`src/rtl/jb_cordic_pkg.sv`:
```
// Shared constants and types for the CORDIC vectoring engine that turns {Q,I} samples back into NCO phase.
package jb_cordic_pkg;

  localparam int ATAN_ENTRIES = 32;

  // CORDIC gain for many iterations, 1.64676 in Q16.
  localparam int CORDIC_GAIN_Q16 = 107922;

  // atan(2^-i) on a grid where a quarter turn is 2^30.
  localparam logic [31:0] ATAN_TBL [ATAN_ENTRIES] = '{
    32'd536870912, 32'd316933406, 32'd167458907, 32'd85004756,
    32'd42667331,  32'd21354465,  32'd10679838,  32'd5340245,
    32'd2670163,   32'd1335087,   32'd667544,    32'd333772,
    32'd166886,    32'd83443,     32'd41722,     32'd20861,
    32'd10430,     32'd5215,      32'd2608,      32'd1304,
    32'd652,       32'd326,       32'd163,       32'd81,
    32'd41,        32'd20,        32'd10,        32'd5,
    32'd3,         32'd1,         32'd1,         32'd0
  };

  typedef enum logic [1:0] {
    IDLE,
    ROT,
    DONE
  } cordic_state_t;

  // Rescale a table entry to a full turn of 2^phase_width with round-half-up.
  function automatic logic [31:0] atan_scaled(input logic [4:0] idx, input int phase_width);
    int sh;
    logic [32:0] v;
    sh = 32 - phase_width;
    if (sh <= 0) begin
      return ATAN_TBL[idx];
    end
    v = {1'b0, ATAN_TBL[idx]} + (33'd1 << (sh - 1));
    return 32'(v >> sh);
  endfunction

endpackage

```
`src/rtl/jb_cordic_vec_stage.sv`:
```
// One CORDIC vectoring micro-rotation: drives y toward zero and accumulates the rotated angle in z.
module jb_cordic_vec_stage
  import jb_cordic_pkg::*;
#(
  parameter int XW          = 18,
  parameter int PHASE_WIDTH = 16
) (
  input  logic signed [XW-1:0]          x,
  input  logic signed [XW-1:0]          y,
  input  logic signed [PHASE_WIDTH-1:0] z,
  input  logic [4:0]                    i,
  output logic signed [XW-1:0]          x_next,
  output logic signed [XW-1:0]          y_next,
  output logic signed [PHASE_WIDTH-1:0] z_next
);

  logic signed [XW-1:0]          x_sh;
  logic signed [XW-1:0]          y_sh;
  logic signed [PHASE_WIDTH-1:0] atan_i;

  assign x_sh   = x >>> i;
  assign y_sh   = y >>> i;
  assign atan_i = $signed(PHASE_WIDTH'(atan_scaled(i, PHASE_WIDTH)));

  always_comb begin
    if (!y[XW-1]) begin
      x_next = x + y_sh;
      y_next = y - x_sh;
      z_next = z + atan_i;
    end else begin
      x_next = x - y_sh;
      y_next = y + x_sh;
      z_next = z - atan_i;
    end
  end

endmodule

```
`src/rtl/jb_iq2phase.sv`:
```
// Inverse quarter-wave NCO: folds a {Q,I} sample into the first quadrant, then runs iterative CORDIC vectoring for phase and magnitude.
module jb_iq2phase
  import jb_cordic_pkg::*;
#(
  parameter int PRECISION   = 16,
  parameter int PHASE_WIDTH = 16,
  parameter int ITER        = 14
) (
  input  logic                     clk,
  input  logic                     resetn,
  input  logic [2*PRECISION-1:0]   in_iq,
  input  logic                     in_valid,
  output logic                     in_ready,
  output logic [PHASE_WIDTH-1:0]   out_phase,
  output logic [PRECISION:0]       out_mag,
  output logic                     out_valid,
  input  logic                     out_ready
);

  localparam int         XW        = PRECISION + 2;
  localparam logic [4:0] LAST_ITER = 5'(ITER - 1);

  cordic_state_t                 state;
  logic signed [XW-1:0]          i_ext;
  logic signed [XW-1:0]          q_ext;
  logic signed [XW-1:0]          x_fold;
  logic signed [XW-1:0]          y_fold;
  logic [1:0]                    quad_fold;
  logic                          i_neg, i_zero, q_neg, q_zero;
  logic signed [XW-1:0]          x_r, y_r, x_nx, y_nx;
  logic signed [PHASE_WIDTH-1:0] z_r, z_nx;
  logic [1:0]                    quad;
  logic [4:0]                    iter_cnt;
  logic                          zero_r;
  logic [PHASE_WIDTH-1:0]        phase_sum;

  // Widen by two bits before negating so -2^(PRECISION-1) and the CORDIC growth both fit.
  assign i_ext  = {{2{in_iq[PRECISION-1]}}, in_iq[PRECISION-1:0]};
  assign q_ext  = {{2{in_iq[2*PRECISION-1]}}, in_iq[2*PRECISION-1:PRECISION]};
  assign i_neg  = i_ext[XW-1];
  assign q_neg  = q_ext[XW-1];
  assign i_zero = (i_ext == '0);
  assign q_zero = (q_ext == '0);

  always_comb begin
    quad_fold = 2'd0;
    x_fold    = i_ext;
    y_fold    = q_ext;
    if (q_neg && !i_neg) begin
      quad_fold = 2'd3;
      x_fold    = -q_ext;
      y_fold    = i_ext;
    end else if (i_neg && (q_neg || q_zero)) begin
      quad_fold = 2'd2;
      x_fold    = -i_ext;
      y_fold    = -q_ext;
    end else if ((i_neg || i_zero) && !q_neg && !q_zero) begin
      quad_fold = 2'd1;
      x_fold    = q_ext;
      y_fold    = -i_ext;
    end
  end

  jb_cordic_vec_stage #(
    .XW          (XW),
    .PHASE_WIDTH (PHASE_WIDTH)
  ) u_stage (
    .x      (x_r),
    .y      (y_r),
    .z      (z_r),
    .i      (iter_cnt),
    .x_next (x_nx),
    .y_next (y_nx),
    .z_next (z_nx)
  );

  // Quadrant supplies the top two phase bits; a slightly negative z wraps below a full turn.
  assign phase_sum = {quad, {(PHASE_WIDTH-2){1'b0}}} + z_nx;

  always_ff @(posedge clk) begin
    if (!resetn) begin
      state     <= IDLE;
      in_ready  <= 1'b1;
      out_valid <= 1'b0;
      out_phase <= '0;
      out_mag   <= '0;
      x_r       <= '0;
      y_r       <= '0;
      z_r       <= '0;
      quad      <= '0;
      iter_cnt  <= '0;
      zero_r    <= 1'b0;
    end else begin
      case (state)
        IDLE: begin
          if (in_valid) begin
            x_r      <= x_fold;
            y_r      <= y_fold;
            z_r      <= '0;
            quad     <= quad_fold;
            zero_r   <= i_zero && q_zero;
            iter_cnt <= '0;
            in_ready <= 1'b0;
            state    <= ROT;
          end
        end
        ROT: begin
          x_r      <= x_nx;
          y_r      <= y_nx;
          z_r      <= z_nx;
          iter_cnt <= iter_cnt + 5'd1;
          // A zero vector would otherwise accumulate every positive micro-angle.
          if (iter_cnt == LAST_ITER) begin
            out_phase <= zero_r ? '0 : phase_sum;
            out_mag   <= x_nx[PRECISION:0];
            out_valid <= 1'b1;
            state     <= DONE;
          end
        end
        DONE: begin
          if (out_ready) begin
            out_valid <= 1'b0;
            in_ready  <= 1'b1;
            state     <= IDLE;
          end
        end
        default: state <= IDLE;
      endcase
    end
  end

endmodule

```
`config.mk`:
```
export PLATFORM = sky130hd
export DESIGN_NAME = jb_iq2phase
export DESIGN_NICKNAME = d
export VERILOG_FILES = /design/src/rtl/jb_cordic_pkg.sv /design/src/rtl/jb_cordic_vec_stage.sv /design/src/rtl/jb_iq2phase.sv
export SDC_FILE = /design/constraint.sdc
export NUM_CORES = 1
export LEC_CHECK = 0
export ABC_AREA = 1
export CAP_MARGIN = 20
export CORE_UTILIZATION = 33
export DETAILED_ROUTE_END_ITERATION = 8
export GPL_TIMING_DRIVEN = 0
export PLACE_DENSITY = 0.51
export SLEW_MARGIN = 15
export SYNTH_ARGS = -nofsm -noshare
export SYNTH_HDL_FRONTEND = slang
export SYNTH_SLANG_ARGS = --single-unit
```
`constraint.sdc`:
```
create_clock -name clk -period 9.2 [get_ports clk]
set_clock_uncertainty 0.1 [all_clocks]
set_input_delay 1.84 -clock clk [delete_from_list [all_inputs] [get_ports clk]]
set_output_delay 1.84 -clock clk [all_outputs]
set_load 0.01 [all_outputs]
```
==> results.txt, run 1 <==
The worst register-to-register path ends at out_phase[15]$_SDFFE_PN0P_. The sequential share of power is 21.3%. The number of max-capacitance violations reported is 0. The number of nets handed over by synthesis was 1,905. The total number of vias came out at 12.5k.

The number of endpoints with negative hold slack in the final report is 0. The clock transition time at the flip-flop clock pins of the worst setup and hold paths is 0.08 ns. Data on the critical path arrives at its endpoint at 6.71 ns. In this run the core area contains 65 standard-cell rows.

The number of filler instances in the final layout came out at 3,572. The footprint of the multi-input gates is 7570 um^2. The number of H-tree levels is 3. The slack of the worst reg-to-reg path came out at 3.41 ns. The hold slack came out at 0.363 ns. The placed instances occupy a cell area of 11,900 um^2.

The number of clock sinks seen by CTS is 97. The synthesis-to-finish area growth came out at 14.3%. The detailed-router iteration count before antenna repair is 5. The top cell type's share of synthesized area is 18.2%. The number of top-level pins is 71. The count of cells in the finished layout, fillers not included, comes to 2,289. The TritonCTS buffer count came out at 9. The leading cell type by number of instances after synthesis is nand2_1. After detailed routing, the number of remaining DRC violations is 0.

The number of I/O port buffers is 70. The share of cells above drive strength 1 is 4.08%. For this run, the leading register cell type out of synthesis is dfxtp_1. Detailed placement ended at an HPWL of 35.3 mm. Of the total power, the share spent switching nets is 52.2%. The overall die height came out at 182 um. Ranked by total cell area, the synthesized netlist is headed by dfxtp_1 18%, nand2_1 17%, ha_1 7.7%.

The run finished with clean final reports. Counting instances, the worst hold path has a depth of 2. The count of different cell masters after synthesis came out at 58. The count of flip-flops with a built-in enable after synthesis came out at 0. The violation count after the first detailed-route iteration is 1,149. The pin count of the biggest net entering global routing is 22.

The worst setup path is of the in2reg kind. The overall routing resource usage came out at 26.8%. The clock period could shrink to 6.57 ns.

The summed instance area of the synthesized netlist is 10,700 um^2. Post-CTS timing repair inserted 0 buffers for setup. The area of all placed cells without fillers is 12,200 um^2.

The count of antenna diodes in the layout came out at 0. The average wire per cell in the routed design came out at 19.4 um. The share of flip-flops with an asynchronous set or reset is 0%. The internal power contribution came out at 0.00117 W. The worst register-to-register path begins at iter_cnt[1]$_SDFFE_PN0P_. After synthesis, the most frequently instantiated cells are 475 x nand2_1, 196 x inv_1, 163 x o21ai_0.

Setup repair after global routing left no endpoint under its margin. Of all nets on the critical path, the largest fanout is 10. The path with the worst hold slack has its endpoint at in_ready$_SDFFE_PN1P_.

The total count of max-transition violations in the final report came out at 0. The count of warnings emitted by yosys is 0. The worst slew margin relative to its limit is 33.0%. The initial antenna violation count came out at 0. Clock tree synthesis selected as its root buffer the cell clkbuf_16.

The net count of the finished layout is 1,987. In the finished design, the share of the clock period the worst path needs comes to 71.5%. The static power due to leakage came out at 5.65 nW.

The cell accounting for the most synthesized area is dfxtp_1. The part of the total power dissipated in combinational logic came out at 62.0%. The power per unit of standard cell area came out at 200 nW/um^2. The number of buffers inserted for hold repair after clock tree synthesis came out at 0. The number of cells traversed by the worst register-to-register path is 30. The sequential cells in the finished layout cover a total of 1940 um^2. The final number of setup-violating endpoints came out at 0. The final RePlAce weighted congestion came out at 1.07. The worst setup path is captured at a register. The switching power summed over all nets is 0.00128 W. Summed over all layers, the global routing overflow is 0.

The number of gates resized after CTS was 0. The highest clock rate is 152 MHz. The data required time of the worst path came out at 9.33 ns.

The synthesized instance count came out at 1,800. The final antenna-violating net count came out at 0. Sequential cells were found to cover 18.2% of the synthesized design area. In this run the deepest clock path goes through 2 buffers. VDD sags by at most 0.102 mV. The starting utilization of the core area is 33.7%. The clock reaches the later pin of the worst-skew pair after 0.36 ns.

At the pin with the least slew margin, the transition time is 1.00 ns. The chip width is 182 um. The global-route wire length before repair is 67.7 mm. After detailed routing, the number of vias per cell comes to 5.45. TritonCTS built the clock tree. Summed over all failing endpoints, the final setup total negative slack is 0 ns.

After synthesis, the mean cell area works out to 5.94 um^2. The post-route core utilization is 38.5%. The total routed wirelength is 44.5 mm. The share of total power dissipated in the clock network is 16.7%. In this run the most critical hold path is launched from in_ready$_SDFFE_PN1P_. After synthesis the netlist holds a flip-flop and latch count of 97.

The path category of the worst min-delay check is reg2reg. STA classifies the critical path startpoint as an input port. The die area is 33,100 um^2. The number of global-route vias before repair is 11.3k.

The post-placement cell count came out at 2,272. The total core area came out at 31,700 um^2.
==> power by group through the flow <==
stage          Sequential (W)  Combinational [W]  Clock, W
2_1_floorplan        0.000498            0.00107         0
3_3_place_gp         0.000527            0.00147         0
3_5_place_dp         0.000529            0.00147         0
4_1_cts              0.000519            0.00148  0.000416
5_1_grt              0.000523            0.00167  0.000435
6_report             0.000521            0.00152  0.000409
==> layer usage <==
| layer | track usage, % | vias to the layer above | routed length, um |
|---|---|---|---|
| met1 | 39.8 | 5784 | 21700 |
| met4 | 5.71 | 0 | 754 |
| met5 | 0 | - | 0 |
| met3 | 3.91 | 41 | 3500 |
| li1 | - | 6139 | - |
| met2 | 40.4 | 516 | 18500 |
==> cell type report <==
| class | count | area share [%] |
|---|---|---|
| sequential | 97 | 15.9 |
| buffer | 85 | 3.41 |
| clock inverter | 7 | 0.747 |
| clock buffer | 9 | 1.84 |
| tap | 402 | 4.12 |
| multi-input combinational | 1415 | 61.9 |
| inverter | 203 | 6.24 |
| timing repair buffer | 71 | 5.84 |
==> cell families after synthesis <==
kind of cell | share of synthesized area [%]
AO/OA/AOI/OAI | 23.5
flip-flops | 18.2
buffers and inverters | 11.0
XOR/XNOR | 7.29
AND/OR/NAND/NOR | 31.6
adder cells (fa/ha/maj) | 8.29
multiplexers | 0.199
==> stage by stage <==
| stage | setup WS (ns) | power, W |
|---|---|---|
| 2_1_floorplan | 4.30 | 0.00157 |
| 3_3_place_gp | 2.44 | 0.00200 |
| 3_5_place_dp | 2.40 | 0.00200 |
| 4_1_cts | 2.77 | 0.00242 |
| 5_1_grt | 2.35 | 0.00263 |
| 6_report | 2.63 | 0.00244 |
==> worst max-delay path, cell delays in order <==
cell             delay [ns]
clkdlybuf4s50_1        0.46
inv_1                  0.11
ha_1                   0.19
nand2_1                0.07
nor2_1                 0.14
nand3_1                0.15
nor3_1                 0.34
nand2_1                0.17
nor2_1                 0.26
nand2_1                0.09
nor4_1                 0.49
inv_1                  0.09
ha_1                   0.20
nor3_1                 0.36
clkbuf_1               0.52
clkbuf_1               0.48
o21ai_0                0.27
a311oi_1               0.37
a21oi_1                0.10
==> cells in the final DEF, fill, tap and decap left out, types with 11 or more instances in the layout <==
| master | count |
|---|---|
| o221ai_1 | 11 |
| nor3_1 | 17 |
| buf_2 | 12 |
| a21oi_1 | 152 |
| nor2_2 | 12 |
| o21ai_1 | 12 |
| ha_1 | 66 |
| clkdlybuf4s50_1 | 70 |
| nor2_1 | 159 |
| xnor2_1 | 22 |
| nand3_1 | 109 |
| or2_2 | 11 |
| a31oi_1 | 14 |
| xor2_1 | 67 |
| nand2_1 | 475 |
| o211ai_1 | 26 |
| clkbuf_1 | 52 |
| o21ai_0 | 163 |
| nand4_1 | 16 |
| inv_1 | 196 |
| dfxtp_1 | 97 |
==> flip-flops by register name, indices dropped and copies added (netlist names) <==
register,count
x_r,18
y_r,18
out_mag,17
out_phase,16
z_r,16
iter_cnt,5
quad,2
state,2
in_ready,1
out_valid,1
zero_r,1
==> worst max path at each step <==
stage          startpoint             endpoint  cells past startpoint
2_1_floorplan    in_iq[0]  y_r[7]$_SDFFE_PN0P_                     18
3_3_place_gp     in_iq[0]  y_r[7]$_SDFFE_PN0P_                     19
3_5_place_dp     in_iq[0]  y_r[3]$_SDFFE_PN0P_                     19
4_1_cts          in_iq[0]  y_r[3]$_SDFFE_PN0P_                     19
5_1_grt          in_iq[0]  y_r[3]$_SDFFE_PN0P_                     19
6_report         in_iq[0]  y_r[3]$_SDFFE_PN0P_                     19
No activity file was read; power rests on OpenSTA's default activity.
==> inputs of run 2 (changes only) <==
clock period = 6.3 ns   (was 9.2 ns; I/O delays follow)
==> results of run 2 <==
The final DEF is identical to that of run 1. Status: finished clean.
Among the figures that moved: setup slack after placement 2.40 ns -> 0.0833 ns; setup slack after layout 2.63 ns -> 0.306 ns; register-to-register setup slack 3.41 ns -> 0.51 ns; total power 0.00244 W -> 0.00357 W; worst IR drop on VDD 0.102 mV -> 0.148 mV
